<file path="src/rtl/and_bitwise.sv">
// rtl/and_bitwise.sv - purely combinational WIDTH-bit bitwise AND
module and_bitwise #(
  parameter int WIDTH = 1
) (
  input  logic [WIDTH-1:0] a,
  input  logic [WIDTH-1:0] b,
  output logic [WIDTH-1:0] out
);

  // Zero-latency AND, independent of any clock or reset
  assign out = a & b;

endmodule

</file>
<file path="src/rtl/student_and_gate.sv">
// rtl/student_and_gate.sv - bitwise AND with registered copy and saturating activity counter
module student_and_gate #(
  parameter int WIDTH = 1,
  parameter int CNT_W = 16
) (
  input  logic             clk,
  input  logic             rst,
  input  logic [WIDTH-1:0] a,
  input  logic [WIDTH-1:0] b,
  output logic [WIDTH-1:0] out,
  output logic [WIDTH-1:0] out_q,
  output logic [CNT_W-1:0] hi_cnt
);

  // Counter stops here rather than wrapping back to zero
  localparam logic [CNT_W-1:0] CNT_MAX = '1;
  localparam logic [CNT_W-1:0] CNT_ONE = CNT_W'(1);

  logic [WIDTH-1:0] out_d;
  logic [CNT_W-1:0] hi_cnt_q;
  logic [CNT_W-1:0] hi_cnt_d;

  and_bitwise #(
    .WIDTH (WIDTH)
  ) u_and (
    .a   (a),
    .b   (b),
    .out (out)
  );

  // Next state: capture the AND result, count cycles with any result bit high
  always_comb begin
    out_d    = out;
    hi_cnt_d = hi_cnt_q;
    if ((|out) && (hi_cnt_q != CNT_MAX)) begin
      hi_cnt_d = hi_cnt_q + CNT_ONE;
    end
  end

  // State registers; reset clears them immediately without a clock edge
  always_ff @(posedge clk or posedge rst) begin
    if (rst) begin
      out_q    <= '0;
      hi_cnt_q <= '0;
    end else begin
      out_q    <= out_d;
      hi_cnt_q <= hi_cnt_d;
    end
  end

  assign hi_cnt = hi_cnt_q;

endmodule

</file>
<file path="config.mk">
export PLATFORM = sky130hd
export DESIGN_NAME = student_and_gate
export DESIGN_NICKNAME = d
export VERILOG_FILES = /design/src/rtl/and_bitwise.sv /design/src/rtl/student_and_gate.sv
export SDC_FILE = /design/constraint.sdc
export NUM_CORES = 1
export LEC_CHECK = 0
export CAP_MARGIN = 20
export CORE_MARGIN = 3
export CORE_UTILIZATION = 42
export CTS_CLUSTER_SIZE = 30
export DETAILED_ROUTE_END_ITERATION = 8
export PLACE_DENSITY = 0.83
export RECOVER_POWER = 50
export SYNTH_ARGS = -nofsm -noshare
export SYNTH_HDL_FRONTEND = slang
export SYNTH_HIERARCHICAL = 1
export SYNTH_SLANG_ARGS = --single-unit
</file>
<file path="constraint.sdc">
create_clock -name clk -period 1.65 [get_ports clk]
set_clock_uncertainty 0.1 [all_clocks]
set_input_delay 0.165 -clock clk [delete_from_list [all_inputs] [get_ports clk]]
set_output_delay 0.165 -clock clk [all_outputs]
set_load 0.02 [all_outputs]
</file>
# Word-level counts from Yosys, hierarchy flattened
# Index checks and enable logic that the tools add are counted.
classes:
  n_eq_ne: 1
  multipliers: 0
  muxes: 0
  div_mod_pow: 0
  n_bitwise: 1
  addsub: 1
  order_cmp: 0
  shifts: 0
  n_reduce_logical: 1
ops:
  columns: ["operator", "n"]
  rows:
  - ["adder 16 x 1 -> 16 bit, second input constant", 1]
  - ["inequality test 16 bit, second input constant", 1]
  - ["AND 1 bit", 1]
  - ["logical AND 1 bit", 1]
totals:
  n_memories: 0
  latch_bits: 0
  romBits: 0
  output_inout_bits: 18
  wordCells: 6
  ff_bits: 17
  mem_bits_rw: 0
  in_bits: 4

# Longest topological paths before layout
# Gate-level depths: netlist of the first run.
depth:
  word_depth: 2
  ltp_mapped: 5
  mapped_depth_nobuf: 5

# Modules after synthesis
# The synthesis of the first run kept the hierarchy.
by_module_without_submodules:
  columns: ["mod", "n_inst", "seq_area_each_um2", "cells_per_inst", "area_each_um2"]
  rows:
  - ["student_and_gate", 1, 425.4, 72, 830.8]
  - ["and_bitwise", 1, 0.0, 1, 6.3]

# Least setup slack after synthesis of the first run
# No wires, ideal clock.
synth_timing:
  path_type: "register to register"
  startpoint: "reg hi_cnt_q[0] (netlist: hi_cnt[0])"
  endpoint: "reg hi_cnt_q[1] (netlist: hi_cnt[1])"
  t_arrival_ns: 1.522
  setup_time_ns: 0.125
  n_path_buf: 0
  setup_slack_ns: -0.097
  stages_incl_launch_ff: 6
  synth_period_minus_slack_ns: 1.747
  required_ns: 1.425
  cell_sequence: "dfrtp_1 ha_1 and3_1 nand4_4 nand2_2 mux2_2"
synth_between:
  elab_chain_len: 2
  elab_cells_between_ends: 3
  classes_between: "1 x add/sub; 1 x eq/ne; 1 x reduce/logical"
synth_rtl:
  columns: ["item", "line_no", "text"]
  rows:
  - ["start, declared", "student_and_gate.sv:20", "logic [CNT_W-1:0] hi_cnt_q;"]
  - ["start signal, assigned", "student_and_gate.sv:47", "hi_cnt_q <= hi_cnt_d;"]
  - ["parallel branches: the longest is 2 deep, another holds adder 16 x 1 -> 16 bit", null, null]
# Several ways; the timed one is not identified.
# A chain may end at the register's enable or synchronous reset.

# Worst setup path in the final report of the first run
layout_timing:
  startpoint: "reg hi_cnt_q[14] (netlist: hi_cnt[14])"
  endpoint: "out hi_cnt[14]"
layout_rtl:
  columns: ["item", "line_no", "text"]
  rows:
  - ["end, declared", "student_and_gate.sv:12", "output logic [CNT_W-1:0] hi_cnt"]
# No word-level cell between the ends.

==> results.py, run 1 <==
metrics = {
    "sta": {
        "worst_pin_slew_ns": 0.434,
        "finalHoldWorstSlack_ns": 0.182,
        "hold_violations": 0,
        "maxSlewViolCount": 0,
        "period_minus_slack_ns": 1.59,
        "fin_ws_ns": 0.0588,
        "fin_tns_setup_ns": 0,
        "slew_headroom_pct": 71.1,
        "setup_viol": 0,
        "rsz0062_at_grt": "no",
        "max_freq_mhz": 628,
        "finalCritPeriodShare_pct": 96.4,
    },
    "die": {
        "rows": 15,
        "dieArea_um2": 2560,
        "dieHeight_um": 50.6,
        "io_pins": 22,
        "coreArea_um2": 1800,
        "die_w_um": 50.6,
        "start_util_pct": 46.5,
    },
    "layout": {
        "diodes": 0,
        "n_fill_cell": 159,
        "layout.nets": 118,
        "drive_above_1_share_pct": 27.7,
        "syn2layout_area_growth_pct": 41.9,
    },
    "clocking": {
        "cts_buffers": 3,
        "clkSinkCount": 17,
        "cts-root-buf": "clkbuf_4",
        "clk_path_buf_depth": 2,
        "h-tree-depth": 1,
        "clk_pin_slew_worst_paths_ns": 0.10,
        "clk_latency_ns": 0.28,
        "hold_buffers": 0,
        "tritoncts": "built",
    },
    "placement": {
        "port_buffers": 21,
        "gp_routability_congestion": 0.740,
        "dp_hpwl_um": 1450,
        "post-place-ws_ns": -0.227,
    },
    "synthesis": {
        "syn_nets": 78,
        "synth_area_um2": 837,
        "yosysMostFrequentCell": "dfrtp_1",
        "synthTopCellsByArea": "dfrtp_1, xnor2_1, nand3_1",
        "ys_ff_latch": 17,
        "synth.avg_cell_area_um2": 11.5,
        "yosysWarningCount": 6,
        "yosysUniqueCellTypes": 22,
        "synth_edf_count": 0,
        "synth_top_area_share_pct": 50.8,
        "yosys.area.top_type": "dfrtp_1",
        "ys.flop_type": "dfrtp_1",
        "synth-seq-area-share_pct": 50.8,
        "syn_inst": 73,
        "async_flop_share_pct": 100,
        "synth_common_cells": "dfrtp_1, xnor2_1, nand3_1, nand2_1, nand4_1",
    },
    "worst_setup_path": {
        "timing.critical_path.buf_inv": 1,
        "worstRegToRegCells": 6,
        "critPathTopFamily": "buffers and inverters",
        "cp-end-kind": "primary output",
        "crit_fanout": 5,
        "crit_arrival_ns": 1.33,
        "crit_slowest_cell": "clkdlybuf4s50_1",
        "reg2reg_to": "hi_cnt[10]",
        "reg2reg_slack_ns": 0.08,
        "start_kind": "flop",
        "rr_startpoint": "hi_cnt[1]",
        "criticalPathCategory": "flop to primary output",
        "critPathRequiredTime_ns": 1.38,
        "crit_cells": 1,
        "crit_chain": "clkdlybuf4s50_1",
        "slowest_delay_ns": 0.63,
    },
    "route": {
        "antenna_left": 0,
        "drt-pass1-iter-count": 4,
        "drt-total-wl_um": 1940,
        "via_count": 714,
        "wl_per_cell_um": 14.2,
        "drt_iter0_markers": 8,
        "vias_per_cell": 5.21,
        "drcViolationCount": 0,
    },
    "min_path": {
        "hp-class": "input pin to async pin",
    },
    "power_and_ir_drop": {
        "p_leak_uw": 0.000549,
        "vdd_drop_max_mv": 0.810,
        "power.density_nw_per_um2": 1070,
    },
    "global_route": {
        "grt_start_max_net_pins": 11,
        "antenna_found_initial": 0,
        "grt_pass1_vias": 681,
        "gr-usage-all-layers_pct": 16.1,
        "grt-ovfl-total": 0,
        "grt_pass1_wl_um": 3070,
    },
    "flow_run": {
        "maxCapViolCount": 0,
    },
    "status": {
        "status": "finished clean",
    },
}
-- cells by family (layout without fill, tap and decap cells) --
kind of cell	after synthesis	count (layout)	share of synthesized area (%)
xor gates and xnor gates	11	11	11.5
and+or+nand+nor	37	37	29.7
muxes	3	3	3.89
adders and majority gates	1	1	1.49
DFF	17	17	50.8
buffers and inverters	1	40	0.448
AOI/OAI and AO/OA	3	3	2.09
-- what timing repair did --
| item | in CTS | in global routing |
|---|---|---|
| setup buffers | 0 | 1 |
| gates resized for setup | 5 | 9 |
| endpoints found under the setup margin | 5 | 9 |
| pin swaps | 0 | 1 |
| cloned | 0 | 0 |
-- metal layers --
layer	wire [um]	global-route usage [%]
met5	0	0
met4	46	7.62
met3	69	3.26
met2	993	26.3
met1	833	20.2
-- per-stage QoR --
stage,std cells,instance area [um2],total power [uW],utilization (%)
after global placement,132,1200,1070,66.4
after CTS,136,1220,1290,67.5
after detailed placement,132,1200,1090,66.4
after floorplan,73,857,845,-
after global routing,137,1190,1360,65.9
final,137,1190,1270,65.9
-- report_power, final --
| group | switching [uW] | internal [uW] |
|---|---|---|
| combinational | 234 | 221 |
| sequential | 99.5 | 493 |
| clock | 128 | 93.8 |
-- area by class of cell --
| class | count | area (um2) | share of cell area [%] |
|---|---|---|---|
| Clock buffer | 4 | 26.3 | 2.21 |
| Inverter | 1 | 3.75 | 0.316 |
| Multi-Input combinational cell | 55 | 430 | 36.2 |
| Sequential cell | 17 | 428 | 36.0 |
| Tap cell | 25 | 31.3 | 2.63 |
| Timing Repair Buffer | 35 | 268 | 22.6 |
-- placed cells by master, fill, tap and decap left out, types with 3 or more instances in the layout --
master           instances
dfrtp_1                 15
buf_4                   13
xnor2_1                 11
clkdlybuf4s50_1          9
clkbuf_1                 8
nand3_1                  7
nand2_1                  6
nand4_1                  5
dlygate4sd2_1            5
and3_1                   3
clkbuf_4                 3
-- state kept, by name, summed over array words and instances, names as in the netlist --
signal	cells
hi_cnt	16
out_q	1
-- how the worst max path moves through the flow --
stage,from,to,slack [ns]
2_1_floorplan,hi_cnt[12],hi_cnt[1],0.01
3_3_place_gp,a,hi_cnt[14],-0.15
3_5_place_dp,b,hi_cnt[14],-0.23
4_1_cts,hi_cnt[13],hi_cnt[13],0.007
5_1_grt,hi_cnt[1],hi_cnt[1],0.0007
6_report,hi_cnt[14],hi_cnt[14],0.06
Note: power is estimated with default switching activity, not from simulation.
==> run 2: changes to the inputs <==
- CAP_MARGIN: 20 -> default
==> results of run 2 <==
Final layout, timing and power as in run 1 (identical DEF).
==> run 3: changes to the inputs <==
- CORE_UTILIZATION: 42 -> 45
- PLACE_DENSITY: 0.83 -> 0.85
- clock period: 1.65 -> 1.7 ns (I/O delays scaled with it)
==> results.py, run 3 (synthesized netlist as in run 1, its figures left out) <==
metrics = {
    "route": {
        "antenna_left": 0,
        "drt-pass1-iter-count": 4,
        "via_count": 698,
        "drt_iter0_markers": 8,
        "vias_per_cell": 5.21,
        "drcViolationCount": 0,
        "drt-total-wl_um": 1880,
        "wl_per_cell_um": 14.1,
    },
    "power_and_ir_drop": {
        "power.density_nw_per_um2": 1050,
        "finalPower_uw": 1230,
        "vdd_drop_max_mv": 0.996,
        "p_leak_uw": 0.000566,
    },
    "sta": {
        "period_minus_slack_ns": 1.64,
        "setup_viol": 0,
        "slew_headroom_pct": 70.2,
        "finalHoldWorstSlack_ns": 0.188,
        "finalCritPeriodShare_pct": 96.5,
        "maxSlewViolCount": 0,
        "rsz0062_at_grt": "no",
        "fin_ws_ns": 0.0601,
        "worst_pin_slew_ns": 0.447,
        "hold_violations": 0,
        "fin_tns_setup_ns": 0,
        "max_freq_mhz": 610,
    },
    "placement": {
        "port_buffers": 21,
        "dp.cells": 130,
        "dp_hpwl_um": 1400,
        "gp_routability_congestion": 0.863,
        "post-place-ws_ns": -0.136,
    },
    "worst_setup_path": {
        "timing.critical_path.buf_inv": 1,
        "critPathTopFamily": "buffers and inverters",
        "reg2reg_slack_ns": 0.06,
        "cp-startpoint": "hi_cnt[3]",
        "crit_arrival_ns": 1.37,
        "crit_fanout": 5,
        "cp-end-kind": "primary output",
        "criticalPathCategory": "flop to primary output",
        "critPathRequiredTime_ns": 1.43,
        "slowest_delay_ns": 0.63,
        "start_kind": "flop",
        "crit_slowest_cell": "clkdlybuf4s50_1",
        "crit_chain": "clkdlybuf4s50_1",
        "rr_startpoint": "hi_cnt[1]",
    },
    "layout": {
        "n_fill_cell": 135,
        "diodes": 0,
        "syn2layout_area_growth_pct": 41.0,
        "final_cell_mix": "dfrtp_1, xnor2_1, buf_4",
        "largest_reg_flops": 16,
        "layout.nets": 116,
        "fin_cells": 134,
        "final_common_cell": "dfrtp_1",
        "drive_above_1_share_pct": 27.3,
    },
    "global_route": {
        "grt-ovfl-total": 0,
        "grt_start_max_net_pins": 11,
        "grt_pass1_wl_um": 3100,
        "antenna_found_initial": 0,
        "gr-usage-all-layers_pct": 17.1,
        "grt_pass1_vias": 669,
    },
    "die": {
        "rows": 14,
        "die_w_um": 49.1,
        "start_util_pct": 51.4,
        "coreArea_um2": 1630,
        "dieHeight_um": 49.1,
        "dieArea_um2": 2410,
        "io_pins": 22,
    },
    "clocking": {
        "clk_latency_ns": 0.30,
        "hold_buffers": 0,
        "h-tree-depth": 1,
        "clk_pin_slew_worst_paths_ns": 0.10,
        "cts_buffers": 3,
        "cts-root-buf": "clkbuf_4",
        "clkSinkCount": 17,
        "clk_path_buf_depth": 2,
        "tritoncts": "built",
    },
    "status": {
        "status": "finished clean",
    },
    "flow_run": {
        "maxCapViolCount": 0,
    },
    "min_path": {
        "hp-class": "input pin to async pin",
    },
}
==> run 3: cell count changes in the layout (fill, tap and decap cells not counted) <==
| cell | previous run | this run |
|---|---|---|
| and2_1 | 1 | 2 |
| ha_4 | 1 | 0 |
| ha_2 | 0 | 1 |
| clkinv_2 | 0 | 1 |
| buf_4 | 13 | 11 |
| dlygate4sd2_1 | 5 | 4 |
| clkbuf_1 | 8 | 6 |
| and4_4 | 0 | 1 |
| and4_2 | 2 | 1 |
| nand3_2 | 0 | 1 |
| dlymetal6s2s_1 | 0 | 2 |
| nand3_1 | 7 | 6 |
| and2_2 | 1 | 0 |
==> run 3: repair_timing <==
| item | 4_1_cts | 5_1_grt |
|---|---|---|
| resized for setup | 4 | 12 |
| setup endpoints to repair | 4 | 10 |
| pin swaps | 0 | 1 |
| setup buffers | 0 | 0 |
==> run 3: through the flow <==
stage	utilization, %	instance area (um2)
3_3_place_gp	71.8	1170
2_1_floorplan	-	840
4_1_cts	73.2	1190
3_5_place_dp	71.8	1170
5_1_grt	72.4	1180
6_report	72.4	1180
==> run 3: path summary, 6_finish.rpt <==
| kind | end | depth (start not counted) |
|---|---|---|
| max in group asynchronous | hi_cnt[9] | 3 |
| hold reg to reg | hi_cnt[10] | 1 |
| setup / recovery | hi_cnt[3] | 1 |
| min in group clk | out_q | 2 |
| setup reg to reg | hi_cnt[1] | 5 |
| hold / removal | hi_cnt[7] | 2 |
==> run 3: area by class of cell <==
type	instances	area (um2)	share of cell area [%]
inverters	1	3.75	0.318
repair buffers	33	265	22.5
clock inverters	1	5.00	0.424
multi-input cells	55	425	36.1
flip-flops and latches	17	428	36.3
clock buffers	3	22.5	1.91
well taps	24	30.0	2.55
==> run 3: report_power, final <==
group / internal, uW / leakage (uW) / switching, uW
clock: 87.7 / 0.0000177 / 131
combinational: 220 / 0.000325 / 239
sequential: 478 / 0.000224 / 79.2
total: 785 / 0.000566 / 449
==> run 3: routing by layer <==
metal,GRT usage [%],part of all wire [%],up-vias
li1,-,-,338
met1,21.3,46,338
met3,3.06,3.3,5
met5,0,0,-
met4,9.95,2.3,0
met2,27.5,49,17
